==> src/rtl/or_bus_arbiter_4_if.sv <==
// Bus bundle for the four-requester OR-bus arbiter: request/data inputs,
// grant and registered bus word back, plus the bubble-mask config port.
interface or_bus_arbiter_4_if #(
    parameter int unsigned NrOfBits = 8
);
    logic [3:0]          req;
    logic [NrOfBits-1:0] data1;
    logic [NrOfBits-1:0] data2;
    logic [NrOfBits-1:0] data3;
    logic [NrOfBits-1:0] data4;
    logic                cfg_we;
    logic [3:0]          cfg_mask;
    logic [3:0]          grant;
    logic                bus_valid;
    logic [NrOfBits-1:0] bus_data;
    logic                cfg_err;

    modport master (
        output req, data1, data2, data3, data4, cfg_we, cfg_mask,
        input  grant, bus_valid, bus_data, cfg_err
    );

    modport slave (
        input  req, data1, data2, data3, data4, cfg_we, cfg_mask,
        output grant, bus_valid, bus_data, cfg_err
    );
endinterface

==> src/rtl/or_bus_arbiter_4.sv <==
// Round-robin arbiter for a shared OR bus: one owner at a time, burst-limited
// tenures, per-input bubble mask and a registered bus word.
module or_bus_arbiter_4 #(
    parameter int unsigned NrOfBits = 8,
    parameter int unsigned MaxBurst = 4
) (
    input logic                clock,
    input logic                reset_n,
    or_bus_arbiter_4_if.slave  bus
);
    typedef enum logic [0:0] {StIdle, StBusy} state_e;

    localparam logic [3:0] MaxCnt = 4'(MaxBurst);

    state_e              state_q, state_d;
    logic [3:0]          grant_q, grant_d;
    logic [3:0]          cnt_q, cnt_d;
    logic [1:0]          ptr_q, ptr_d;
    logic [3:0]          mask_q, mask_d;
    logic                valid_q, valid_d;
    logic [NrOfBits-1:0] data_q, data_d;
    logic                err_q, err_d;

    logic [NrOfBits-1:0] din [4];
    logic [1:0]          owner;
    logic                win_found;
    logic [1:0]          win_idx;
    logic [1:0]          scan_idx;
    logic                rearb;
    logic                cfg_ok;

    assign din[0] = bus.data1;
    assign din[1] = bus.data2;
    assign din[2] = bus.data3;
    assign din[3] = bus.data4;

    // Rotating scan starting at ptr_q; the current owner sits at ptr_q-1,
    // so it is naturally the last candidate when its tenure ends.
    always_comb begin
        owner     = 2'd0;
        win_found = 1'b0;
        win_idx   = 2'd0;
        scan_idx  = 2'd0;
        for (int i = 0; i < 4; i++) begin
            if (grant_q[i]) owner = 2'(i);
        end
        for (int k = 0; k < 4; k++) begin
            scan_idx = ptr_q + 2'(k);
            if (!win_found && bus.req[scan_idx]) begin
                win_found = 1'b1;
                win_idx   = scan_idx;
            end
        end
    end

    always_comb begin
        state_d = state_q;
        grant_d = grant_q;
        cnt_d   = cnt_q;
        ptr_d   = ptr_q;
        rearb   = 1'b0;
        unique case (state_q)
            StIdle: rearb = 1'b1;
            StBusy: begin
                if (bus.req[owner] && (cnt_q < MaxCnt)) begin
                    cnt_d = cnt_q + 4'd1;
                end else begin
                    rearb = 1'b1;
                end
            end
            default: rearb = 1'b1;
        endcase
        if (rearb) begin
            if (win_found) begin
                state_d = StBusy;
                grant_d = 4'b0001 << win_idx;
                cnt_d   = 4'd1;
                ptr_d   = win_idx + 2'd1;
            end else begin
                state_d = StIdle;
                grant_d = 4'b0000;
            end
        end
    end

    always_comb begin
        data_d = '0;
        for (int i = 0; i < 4; i++) begin
            if (grant_q[i]) data_d = data_d | (din[i] ^ {NrOfBits{mask_q[i]}});
        end
        valid_d = |grant_q;
    end

    // Mask may only change while the bus is quiet, so no tenure sees a mix.
    always_comb begin
        cfg_ok = bus.cfg_we && (state_q == StIdle) && (bus.req == 4'b0000);
        mask_d = cfg_ok ? bus.cfg_mask : mask_q;
        err_d  = bus.cfg_we && !cfg_ok;
    end

    always_ff @(posedge clock or negedge reset_n) begin
        if (!reset_n) begin
            state_q <= StIdle;
            grant_q <= 4'b0000;
            cnt_q   <= 4'd0;
            ptr_q   <= 2'd0;
            mask_q  <= 4'b0000;
            valid_q <= 1'b0;
            data_q  <= '0;
            err_q   <= 1'b0;
        end else begin
            state_q <= state_d;
            grant_q <= grant_d;
            cnt_q   <= cnt_d;
            ptr_q   <= ptr_d;
            mask_q  <= mask_d;
            valid_q <= valid_d;
            data_q  <= data_d;
            err_q   <= err_d;
        end
    end

    assign bus.grant     = grant_q;
    assign bus.bus_valid = valid_q;
    assign bus.bus_data  = data_q;
    assign bus.cfg_err   = err_q;
endmodule

==> src/flat_wrapper.sv <==
// flat-port wrapper written by rule: the top's interface ports become plain ports
module or_bus_arbiter_4_flat 
#(
    parameter int unsigned NrOfBits = 8,
    parameter int unsigned MaxBurst = 4
)
  (clock, reset_n, bus_req, bus_data1, bus_data2, bus_data3, bus_data4, bus_cfg_we, bus_cfg_mask, bus_grant, bus_bus_valid, bus_bus_data, bus_cfg_err);
  or_bus_arbiter_4_if #(.NrOfBits(NrOfBits)) bus_i ();
  input logic clock;
  input logic reset_n;
  input wire logic [$bits(bus_i.req)-1:0] bus_req;
  input wire logic [$bits(bus_i.data1)-1:0] bus_data1;
  input wire logic [$bits(bus_i.data2)-1:0] bus_data2;
  input wire logic [$bits(bus_i.data3)-1:0] bus_data3;
  input wire logic [$bits(bus_i.data4)-1:0] bus_data4;
  input wire logic [$bits(bus_i.cfg_we)-1:0] bus_cfg_we;
  input wire logic [$bits(bus_i.cfg_mask)-1:0] bus_cfg_mask;
  output wire logic [$bits(bus_i.grant)-1:0] bus_grant;
  output wire logic [$bits(bus_i.bus_valid)-1:0] bus_bus_valid;
  output wire logic [$bits(bus_i.bus_data)-1:0] bus_bus_data;
  output wire logic [$bits(bus_i.cfg_err)-1:0] bus_cfg_err;
  assign bus_i.req = bus_req;
  assign bus_i.data1 = bus_data1;
  assign bus_i.data2 = bus_data2;
  assign bus_i.data3 = bus_data3;
  assign bus_i.data4 = bus_data4;
  assign bus_i.cfg_we = bus_cfg_we;
  assign bus_i.cfg_mask = bus_cfg_mask;
  assign bus_grant = bus_i.grant;
  assign bus_bus_valid = bus_i.bus_valid;
  assign bus_bus_data = bus_i.bus_data;
  assign bus_cfg_err = bus_i.cfg_err;
  or_bus_arbiter_4 #(.NrOfBits(NrOfBits), .MaxBurst(MaxBurst)) u_core (.clock(clock), .reset_n(reset_n), .bus(bus_i));
endmodule
==> config.mk <==
export PLATFORM = sky130hd
export DESIGN_NAME = or_bus_arbiter_4_flat
export DESIGN_NICKNAME = d
export VERILOG_FILES = /design/src/rtl/or_bus_arbiter_4_if.sv /design/src/rtl/or_bus_arbiter_4.sv /design/src/flat_wrapper.sv
export SDC_FILE = /design/constraint.sdc
export NUM_CORES = 1
export LEC_CHECK = 0
export CORE_MARGIN = 2
export CORE_UTILIZATION = 44
export DETAILED_ROUTE_END_ITERATION = 12
export GPL_ROUTABILITY_DRIVEN = 0
export GPL_TIMING_DRIVEN = 0
export PLACE_DENSITY = 0.91
export SLEW_MARGIN = 40
export SYNTH_ARGS = -nofsm -noshare
export SYNTH_HDL_FRONTEND = slang
export SYNTH_SLANG_ARGS = --single-unit
==> constraint.sdc <==
create_clock -name clock -period 2.3 [get_ports clock]
set_clock_uncertainty 0.2 [all_clocks]
set_input_delay 0.575 -clock clock [delete_from_list [all_inputs] [get_ports clock]]
set_output_delay 0.575 -clock clock [all_outputs]
set_load 0.03 [all_outputs]
Word level (Yosys, flattened, before mapping):

Cells that the tools add are included.

* add/sub/neg operators: 5
* magnitude comparators: 6
* shift operators: 1
* multiplexer cells: 33
* bitwise operators: 8
* reductions and logical operators: 14

Operators with widths (count)
* two-way mux 8 bit: 4
* bitwise XOR 8 bit: 4
* OR 8 bit: 3
* two-way mux 4 bit: 5
* less-than comparator 2 x 3 -> 1 bit, second input constant: 5
* two-way mux 1 bit: 12
* two-way mux 2 bit: 6
* binary-select mux 1 bit (select 2 bit): 5
* logical AND 1 bit: 7
* adder 2 x 1 -> 2 bit, second input constant: 2
* adder 2 bit, second input constant: 2
* adder 4 x 1 -> 4 bit, second input constant: 1
* logical NOT 1 bit: 4
* logical NOT 4 bit: 1
* less-than comparator 4 x 3 -> 1 bit, second input constant: 1
* OR reduction 4 bit: 1
* left shift 1 x 2 -> 4 bit, first input constant: 1
* one-hot mux 1 bit (2 select lines): 1
* AND reduction 2 bit: 1
* NOT 1 bit: 1

* register bits after elaboration: 25
* input bits: 43
* output and inout port bits: 14
* word-level logic and storage cells: 75

Depth between registers and ports, before layout:

Gate-level depths: netlist (run 1).

* depth in word-level cells: 14
* depth in mapped cells: 7
* gate-level depth less buffers: 7

Worst setup path before layout (run 1):

Ideal clock, no wire load.

* kind: input port to flip-flop
* start: input bus_req[2]
* end: register u_core.ptr_q[1]
* library setup time: 125 ps
* data arrival time: 1602 ps
* data required time: 1975 ps
* slack: 373 ps
* cell stages on the path: 5
* buffers on the path: 0
* cells stage by stage: nand2b_1 a21oi_1 a211oi_1 ha_1 mux2_4

* word-level cells in the longest chain between the ends: 13
* elaborated cells between the ends (all ways): 29
* classes of those cells: add/sub (1); mux (20); reduce/logical (8)

Ends and longest elaborated chain
* from (decl): line flat_wrapper.sv:11 `input wire logic [$bits(bus_i.req)-1:0] bus_req;`
* binary-select mux 1 bit (select 2 bit): line or_bus_arbiter_4.sv:49 `if (!win_found && bus.req[scan_idx]) begin`
* two-way mux 1 bit (not written as such): line or_bus_arbiter_4.sv:49
* two-way mux 1 bit: line or_bus_arbiter_4.sv:49
* logical NOT 1 bit: line or_bus_arbiter_4.sv:49
* logical AND 1 bit: line or_bus_arbiter_4.sv:49
* two-way mux 1 bit: line or_bus_arbiter_4.sv:49
* logical NOT 1 bit: line or_bus_arbiter_4.sv:49
* logical AND 1 bit: line or_bus_arbiter_4.sv:49
* two-way mux 1 bit: line or_bus_arbiter_4.sv:49
* logical NOT 1 bit: line or_bus_arbiter_4.sv:49
* logical AND 1 bit: line or_bus_arbiter_4.sv:49
* two-way mux 2 bit or two-way mux 1 bit (tied branches): line or_bus_arbiter_4.sv:49
* adder 2 x 1 -> 2 bit or AND reduction 2 bit (tied branches)
* to (signal assigned): line or_bus_arbiter_4.sv:115 `ptr_q <= ptr_d;`
* to (decl): line or_bus_arbiter_4.sv:18 `logic [1:0] ptr_q, ptr_d;`

Parallel ways exist; a longest one is shown, timed or not. The select of a mux whose other input is x is not followed.
A chain may end at the register's enable or synchronous reset.

Worst setup path in the final report (run 1):

* start: register u_core.grant_q[1] (netlist: u_core.bus.grant[1])
* end: output bus_grant[1]

RTL lines
* from (decl): line or_bus_arbiter_4.sv:16 `logic [3:0] grant_q, grant_d;`
* from (signal assigned): line or_bus_arbiter_4.sv:113 `grant_q <= grant_d;`
* to (decl): line flat_wrapper.sv:18 `output wire logic [$bits(bus_i.grant)-1:0] bus_grant;`

No word-level cell between the ends.

==> results of run 1 <==
-- area by class of cell --
type | instances | area, um2
fillers | 284 | 1160
repair buffers | 56 | 563
flip-flops and latches | 25 | 626
multi-input cells | 106 | 842
well taps | 46 | 57.6
clock buffers | 4 | 26.3
plain buffers | 9 | 46.3
inverters | 3 | 11.3
-- cell usage after synthesis (all sizes together) --
library cell  number  share of area [%]
nand3b             2               0.99
o22ai              1               0.41
a2bb2oi            1               0.58
inv                3               0.74
a22o               2                1.2
nand2             14                3.5
o311ai             1                1.7
dfrtp             25                 41
or4                1               0.49
xor2              32                 18
ha                 5                4.1
mux2i              2                1.6
o21ai              5                1.6
and3               1               0.41
a21oi              3                1.2
a22oi             16                7.9
nand2b             1               0.41
o31ai              1               0.49
buf                5                2.1
a211oi             1               0.49
nor3b              1               0.49
nor2               2               0.49
clkbuf             4               0.99
mux2               5                4.0
nand3              4                1.3
o22a               1               0.58
and2               3                1.2
nor4               1                1.4
-- power by group through the flow --
stage               Combinational, mW  Clock, mW  Sequential [mW]
floorplan                       0.545          0            0.891
global placement                 1.15          0            0.682
detailed placement               1.18          0            0.690
CTS                              1.19      0.208            0.678
global route                     1.28      0.232            0.697
finish                           1.18      0.201            0.678
-- per-layer routing --
metal,track usage [%],up-vias
met4,8.06,0
li1,-,621
met5,0,-
met2,30.4,44
met3,4.68,9
met1,25.5,590
-- worst max-delay path by stage --
stage | from | to | slack, ns | depth (start not counted)
floorplan | bus_req[2] | u_core.ptr_q[1] | 0.37 | 5
global placement | bus_req[3] | u_core.ptr_q[1] | -0.43 | 5
detailed placement | bus_req[3] | u_core.ptr_q[1] | -0.48 | 5
CTS | u_core.bus.grant[3] | bus_grant[3] | 0.02 | 1
global route | bus_req[2] | u_core.ptr_q[1] | 0.02 | 6
finish | u_core.bus.grant[1] | bus_grant[1] | 0.05 | 1
-- logic make-up (layout without fill, tap and decap cells) --
logic type,Yosys count,after routing,synth area share (%)
flip-flops,25,25,41.2
AND/OR/NAND/NOR,30,30,10.7
XOR/XNOR,32,32,18.4
buffers and inverters,12,72,3.79
multiplexers,7,7,5.51
AO/OA/AOI/OAI,32,32,16.3
adder cells (fa/ha/maj),5,5,4.12
-- flip-flops by register name, indices dropped and copies added (netlist names) --
signal / flops
u_core.bus.bus_data: 8
u_core.ptr_q: 2
u_core.cnt_q: 4
u_core.state_q: 1
u_core.bus.grant: 4
u_core.mask_q: 4
u_core.bus.bus_valid: 1
u_core.bus.cfg_err: 1
-- timing repair --
| action | in CTS | in global routing |
|---|---|---|
| hold buffers | 0 | 0 |
| setup endpoints to repair | 3 | 3 |
| hold endpoints to repair | 0 | 0 |
| resized for setup | 1 | 3 |
==> impl_metrics.ini, run 1 <==
[worst_setup_path]
path_class = flip-flop to output port
crit_buf_inv = 1
reg2reg_from = u_core.ptr_q[1]
worstPathMaxFanout = 3
end_kind = output port
startpoint_type = flip-flop
critPathMaxStageDelay_ns = 0.70
r2r_setup_slack_ns = 0.43
cp_slowest_cell = clkdlybuf4s50_1
r2r_end = u_core.ptr_q[1]
reg2regPathDepth = 5
crit_family = buffers and inverters
arrival_ns = 1.47
worstPathCellList = clkdlybuf4s50_1
required_ns = 1.52

[drt]
vias = 1264
wl_per_cell_um = 14.5
wl_met2_um = 1760
wl_met1_um = 1620
ant_nets = 0
dr_wl_met3_um = 172
drc = 0
drt_pass1_iterations = 4
drt-total-wl_um = 3610
highest_layer = met4
drt-vias-per-instance = 5.08
first_iter_violations = 59

[power_and_ir_drop]
p_int_mw = 1.20
p_sw_share_pct = 41.8
clkPwrFrac_pct = 9.7
p_comb_share_pct = 57.4
p_leak_nw = 1.05
powerDensity_mw_per_mm2 = 949
peakVddDrop_v = 0.000556
seqPwrFrac_pct = 32.9
power.total_mw = 2.06
power.switching_mw = 0.862

[global_routing]
grt_pass1_vias = 1263
antenna_found_initial = 0
grt_pass1_wl_um = 5970
grt_max_degree = 26
grt-ovfl-total = 0
grtUsageTotal_pct = 19.3

[clock_tree]
numCtsBuffers = 3
cts_max_level = 1
cts_tree = done
clkTransAtPathRegs_ns = 0.14
clk-insertion-delay-late_ns = 0.33
cts_setup_buffers = 0
cts.sinks = 25
clock_path_buffers = 2
root_buffer = clkbuf_4

[worst_hold_path]
hold_path_class = primary input to asynchronous set/reset pin

[logic_synthesis]
synth-seq-area-share_pct = 41.2
synthCells = 143
synth_area_per_cell_um2 = 10.6
syn_area_mm2 = 0.00152
ys_ff_latch = 25
synth_cell_types = 33
ys.warnings.count = 0
syn-num-nets = 191

[floorplanning]
dieArea_mm2 = 0.00394
rows = 21
core_area_mm2 = 0.00334
die_h_um = 62.8
die_w_um = 62.8
start_util_pct = 45.6
io_pins = 57

[timing]
period_share_pct = 97.8
fin_ws_ns = 0.0503
worstMarginPinSlew_ns = 0.810
hold_viol_final = 0
finalSetupTns_ns = 0
rsz0062_at_grt = false
setup_viol = 0
min_period_ns = 2.25
maxSlewHeadroom_pct = 45.9
finalMaxSlewViolations = 0
fmax_ghz = 0.445
hold_ws_ns = 0.00352

[placement]
dp_slack_ns = -0.484
placed_area_mm2 = 0.00213
dp_hpwl_um = 2780
numPortBuffers = 56
placed_cells = 245

[layout]
drive_above_1_share_pct = 9.85
final_common_cell = clkdlybuf4s50_1
area_delta_synth_final_pct = 42.9
final_cell_area_mm2 = 0.00217
utilization_pct = 65.1
final_cell_mix = 52 x clkdlybuf4s50_1, 32 x xor2_1, 25 x dfrtp_1, 16 x a22oi_1, 14 x nand2_1
diodes = 0
nets = 252
final_cells = 249

[status]
outcome = finished clean

[flow_run]
drv_cap = 0
Note: power is estimated with default switching activity, not from simulation.
==> inputs of run 2 (changes only) <==
- CORE_MARGIN: 2 -> unset
- CTS_CLUSTER_DIAMETER: unset -> 60
==> run 2 against run 1 <==
Compared with the run above: power up 0.69%; final area up 0.52%; worst setup slack better by 0.014 ns; largest power group unchanged; highest routed layer unchanged.
==> impl_metrics.ini, run 2 (synthesis results as in run 1) <==
[status]
outcome = finished clean

[placement]
numPortBuffers = 56
dp_hpwl_um = 2720
placed_area_mm2 = 0.00213

[timing]
finalMaxSlewViolations = 0
rsz0062_at_grt = false
min_period_ns = 2.24
maxSlewHeadroom_pct = 46.6
hold_viol_final = 0
fmax_ghz = 0.447
setup_viol = 0
worstMarginPinSlew_ns = 0.799
period_share_pct = 97.2

[global_routing]
grt_use_met1_pct = 28.7
grt_pass1_vias = 1248
grt_pass1_wl_um = 5690
grt-ovfl-total = 0
antenna_found_initial = 0
grt.busiest_layer = met2
met2_usage_pct = 33.9
grt_max_degree = 26
grtUsageTotal_pct = 21.5
grt_use_met3_pct = 1.92

[floorplanning]
rows = 20
die_h_um = 60.8
die_w_um = 60.8
core_area_mm2 = 0.00315
io_pins = 57
start_util_pct = 48.2
dieArea_mm2 = 0.00369

[layout]
diodes = 0
drive_above_1_share_pct = 11.2
num-fill-cells = 256
utilization_pct = 69.2
largest_reg_flops = 8
nets = 254
final_cell_mix = 53 x clkdlybuf4s50_1, 32 x xor2_1, 25 x dfrtp_1, 16 x a22oi_1, 14 x nand2_1
final_common_cell = clkdlybuf4s50_1
final_cell_area_mm2 = 0.00218
area_delta_synth_final_pct = 43.6

[worst_setup_path]
required_ns = 2.33
r2r_setup_slack_ns = 0.41
startpoint_type = primary input
arrival_ns = 2.27
path_class = primary input to flip-flop
end_kind = flip-flop
worstPathMaxFanout = 7

[power_and_ir_drop]
p_int_mw = 1.20
clkPwrFrac_pct = 9.8
peakVddDrop_v = 0.000404
powerDensity_mw_per_mm2 = 951
p_leak_nw = 1.06
power.switching_mw = 0.878
p_comb_share_pct = 57.7
p_sw_share_pct = 42.3
seqPwrFrac_pct = 32.5

[drt]
drt-total-wl_um = 3540
drt_pass1_iterations = 4
wl_per_cell_um = 14.2
first_iter_violations = 37
vias = 1272
ant_nets = 0
drc = 0
drt-vias-per-instance = 5.11

[clock_tree]
cts.sinks = 25
clk-insertion-delay-late_ns = 0.33
clock_path_buffers = 2
clkTransAtPathRegs_ns = 0.14
cts_max_level = 1
root_buffer = clkbuf_4
cts_tree = done
numCtsBuffers = 3

[worst_hold_path]
hold_path_class = primary input to asynchronous set/reset pin

[flow_run]
drv_cap = 0
==> run 2: cell count changes in the layout (fill, tap and decap cells not counted) <==
cell	previous run	this run
buf_4	0	2
clkinv_2	0	1
clkbuf_1	5	4
clkdlybuf4s50_1	52	53
dlymetal6s2s_1	3	2
==> run 2: what timing repair did <==
action                                  CTS  global route
pin swaps                                 0             2
resized for setup                         1             2
hold buffers                              0             0
setup buffers                             0             2
endpoints found under the setup margin    3             7
endpoints found under the hold margin     0             0
==> run 2: stage by stage <==
step / hold WS [ns] / setup WS (ns) / power, mW / instances / TNS (ns)
6_report: 0.00317 / 0.0642 / 2.08 / 249 / 0
4_1_cts: 0.0256 / 0.0137 / 2.09 / 247 / 0
5_1_grt: 0.0487 / 0.0133 / 2.21 / 249 / 0
2_1_floorplan: 0.0794 / 0.373 / 1.44 / 143 / 0
3_5_place_dp: 0.275 / -0.487 / 1.88 / 243 / -3.33
3_3_place_gp: 0.262 / -0.431 / 1.84 / 243 / -2.87
==> run 2: worst paths after layout <==
check	start	end	cells past startpoint
max reg2reg	u_core.ptr_q[1]	u_core.ptr_q[1]	5
min reg2reg	u_core.cnt_q[0]	u_core.cnt_q[0]	1
min	reset_n	u_core.ptr_q[0]	1
max	bus_req[3]	u_core.ptr_q[1]	5
max in group asynchronous	reset_n	u_core.bus.bus_data[7]	1
min in group clock	u_core.cnt_q[0]	u_core.cnt_q[0]	1
==> run 2: area by class of cell <==
cell class / instances / area [um2] / share of cell area (%)
buffer: 9 / 46.3 / 2.12
clock buffer: 3 / 22.5 / 1.03
clock inverter: 1 / 5.00 / 0.229
inverter: 3 / 11.3 / 0.516
multi-input combinational: 106 / 842 / 38.6
sequential: 25 / 626 / 28.7
tap: 44 / 55.1 / 2.52
timing repair buffer: 58 / 576 / 26.4
==> run 2: worst max-delay path: stages <==
cell	delay [ns]
clkdlybuf4s50_1	0.64
mux2i_1	0.15
a211oi_2	0.35
ha_1	0.30
mux2_4	0.26
==> run 2: power by group through the flow <==
stage	Clock (mW)	Sequential (mW)	Combinational (mW)
after floorplan	0	0.891	0.545
after global routing	0.224	0.691	1.29
after detailed placement	0	0.688	1.19
after global placement	0	0.685	1.16
final	0.202	0.675	1.20
after CTS	0.208	0.676	1.20
==> run 2: routing by layer <==
metal	wire (um)	vias up	part of all wire, %
li1	-	626	-
met1	1570	597	44
met2	1760	41	50
met3	124	8	3.5
met4	89	0	2.5
met5	0	-	0
==> inputs of run 3 (changes only) <==
- SLEW_MARGIN: 40 -> unset
==> run 3 against run 2 <==
Compared with the run above: core utilization is 0.40 points higher; wire length increased by 1.1%; first-iteration DRC count is 2.7% lower; sequential share of layout area is 0.16 points lower; flip-flop and latch count unchanged; combinational power about the same; worst setup slack got worse by 0.0073 ns; power down 0.11%; clock-buffer cell count unchanged; global-route usage decreased by 0.23 points; non-clock buffer count increased by 1; largest cell class unchanged; largest power group unchanged.
==> impl_metrics.ini, run 3 (synthesis results as in run 1) <==
[status]
outcome = finished clean

[timing]
hold_viol_final = 0
finalSetupTns_ns = 0
fmax_ghz = 0.446
hold_ws_ns = 0.289
maxSlewHeadroom_pct = 27.4
rsz0062_at_grt = false
min_period_ns = 2.24
worstMarginPinSlew_ns = 1.09
setup_viol = 0
period_share_pct = 97.5
finalMaxSlewViolations = 0

[global_routing]
grtUsageTotal_pct = 21.3
antenna_found_initial = 0
grt_max_degree = 26
grt_pass1_vias = 1261
grt-ovfl-total = 0
grt_pass1_wl_um = 5650

[clock_tree]
clock_path_buffers = 2
clk-insertion-delay-late_ns = 0.32
cts_hold_buffers = 0
cts_max_level = 1
clkTransAtPathRegs_ns = 0.14
root_buffer = clkbuf_4
numCtsBuffers = 3
cts.sinks = 25
cts_tree = done

[placement]
numPortBuffers = 56
dp_hpwl_um = 2710
placed_cells = 243
placed_area_mm2 = 0.00214

[floorplanning]
io_pins = 57
die_h_um = 60.8
rows = 20
start_util_pct = 48.2
die_w_um = 60.8
dieArea_mm2 = 0.00369
core_area_mm2 = 0.00315

[power_and_ir_drop]
peakVddDrop_v = 0.000518
p_leak_nw = 1.06
power.total_mw = 2.07
powerDensity_mw_per_mm2 = 944

[layout]
drive_above_1_share_pct = 11.2
largest_reg_flops = 8
nets = 255
final_cells = 250
final_common_cell = clkdlybuf4s50_1
final_cell_area_mm2 = 0.00220
final_cell_mix = 54 x clkdlybuf4s50_1, 32 x xor2_1, 25 x dfrtp_1, 16 x a22oi_1, 14 x nand2_1
diodes = 0
area_delta_synth_final_pct = 44.4

[drt]
drt_pass1_iterations = 4
first_iter_violations = 36
wl_met1_um = 1540
drc = 0
wl_per_cell_um = 14.3
vias = 1281
highest_layer = met4
drt-vias-per-instance = 5.12
wl_met2_um = 1760
ant_nets = 0
dr_wl_met3_um = 183
drt-total-wl_um = 3580

[worst_setup_path]
end_kind = flip-flop
reg2regPathDepth = 5
worstPathMaxFanout = 7
required_ns = 2.32
arrival_ns = 2.27
startpoint_type = primary input
path_class = primary input to flip-flop

[worst_hold_path]
hold_depth = 1
hold_path_class = flip-flop to flip-flop

[flow_run]
drv_cap = 0
[run 3: final timing paths]
| check | from | end | slack [ns] |
|---|---|---|---|
| max | bus_req[3] | u_core.ptr_q[1] | 0.06 |
| min | u_core.cnt_q[0] | u_core.cnt_q[0] | 0.29 |
| max reg2reg | u_core.ptr_q[1] | u_core.ptr_q[1] | 0.41 |
| min reg2reg | u_core.cnt_q[0] | u_core.cnt_q[0] | 0.29 |
| max in group asynchronous | reset_n | u_core.bus.bus_data[0] | 0.63 |
| min in group asynchronous | reset_n | u_core.ptr_q[1] | 0.62 |
[run 3: through the flow]
| step | setup slack [ns] | utilization, % |
|---|---|---|
| finish | 0.0569 | 69.6 |
| global route | 0.0152 | 69.6 |
| CTS | 0.0192 | 68.8 |
| detailed placement | -0.496 | 67.7 |
| global placement | -0.431 | 67.7 |
| floorplan | 0.373 | - |
[run 3: layer usage]
| layer | vias to the layer above | global-route usage, % |
|---|---|---|
| li1 | 628 | - |
| met1 | 591 | 28.0 |
| met2 | 52 | 34.1 |
| met3 | 10 | 2.13 |
| met4 | 0 | 12.7 |
| met5 | - | 0 |
[run 3: worst max-delay path, stage by stage]
cell and delay [ns]:
clkdlybuf4s50_1 0.64, mux2i_1 0.15, a211oi_2 0.35, ha_1 0.30, mux2_4 0.26
[run 3: area by class of cell]
type                       count  area, um2
clock buffer                   3       22.5
inverter                       3       11.3
timing repair buffer          59        588
sequential                    25        626
buffer                         9       46.3
tap                           44       55.1
clock inverter                 1       5.00
fill                         248        957
multi-input combinational    106        842
[run 3: what timing repair did]
action | CTS | global route
setup buffers | 0 | 3
endpoints found under the hold margin | 0 | 0
setup endpoints to repair | 3 | 7
resized for setup | 1 | 2
pin swaps | 0 | 2
gates cloned | 0 | 0
[run 3: report_power, final]
part	total, mW	switching, mW	leakage, nW	internal [mW]
Clock	0.198	0.133	0.0177	0.0651
Combinational	1.20	0.654	0.734	0.546
Sequential	0.675	0.0861	0.312	0.589
Total	2.07	0.874	1.06	1.20
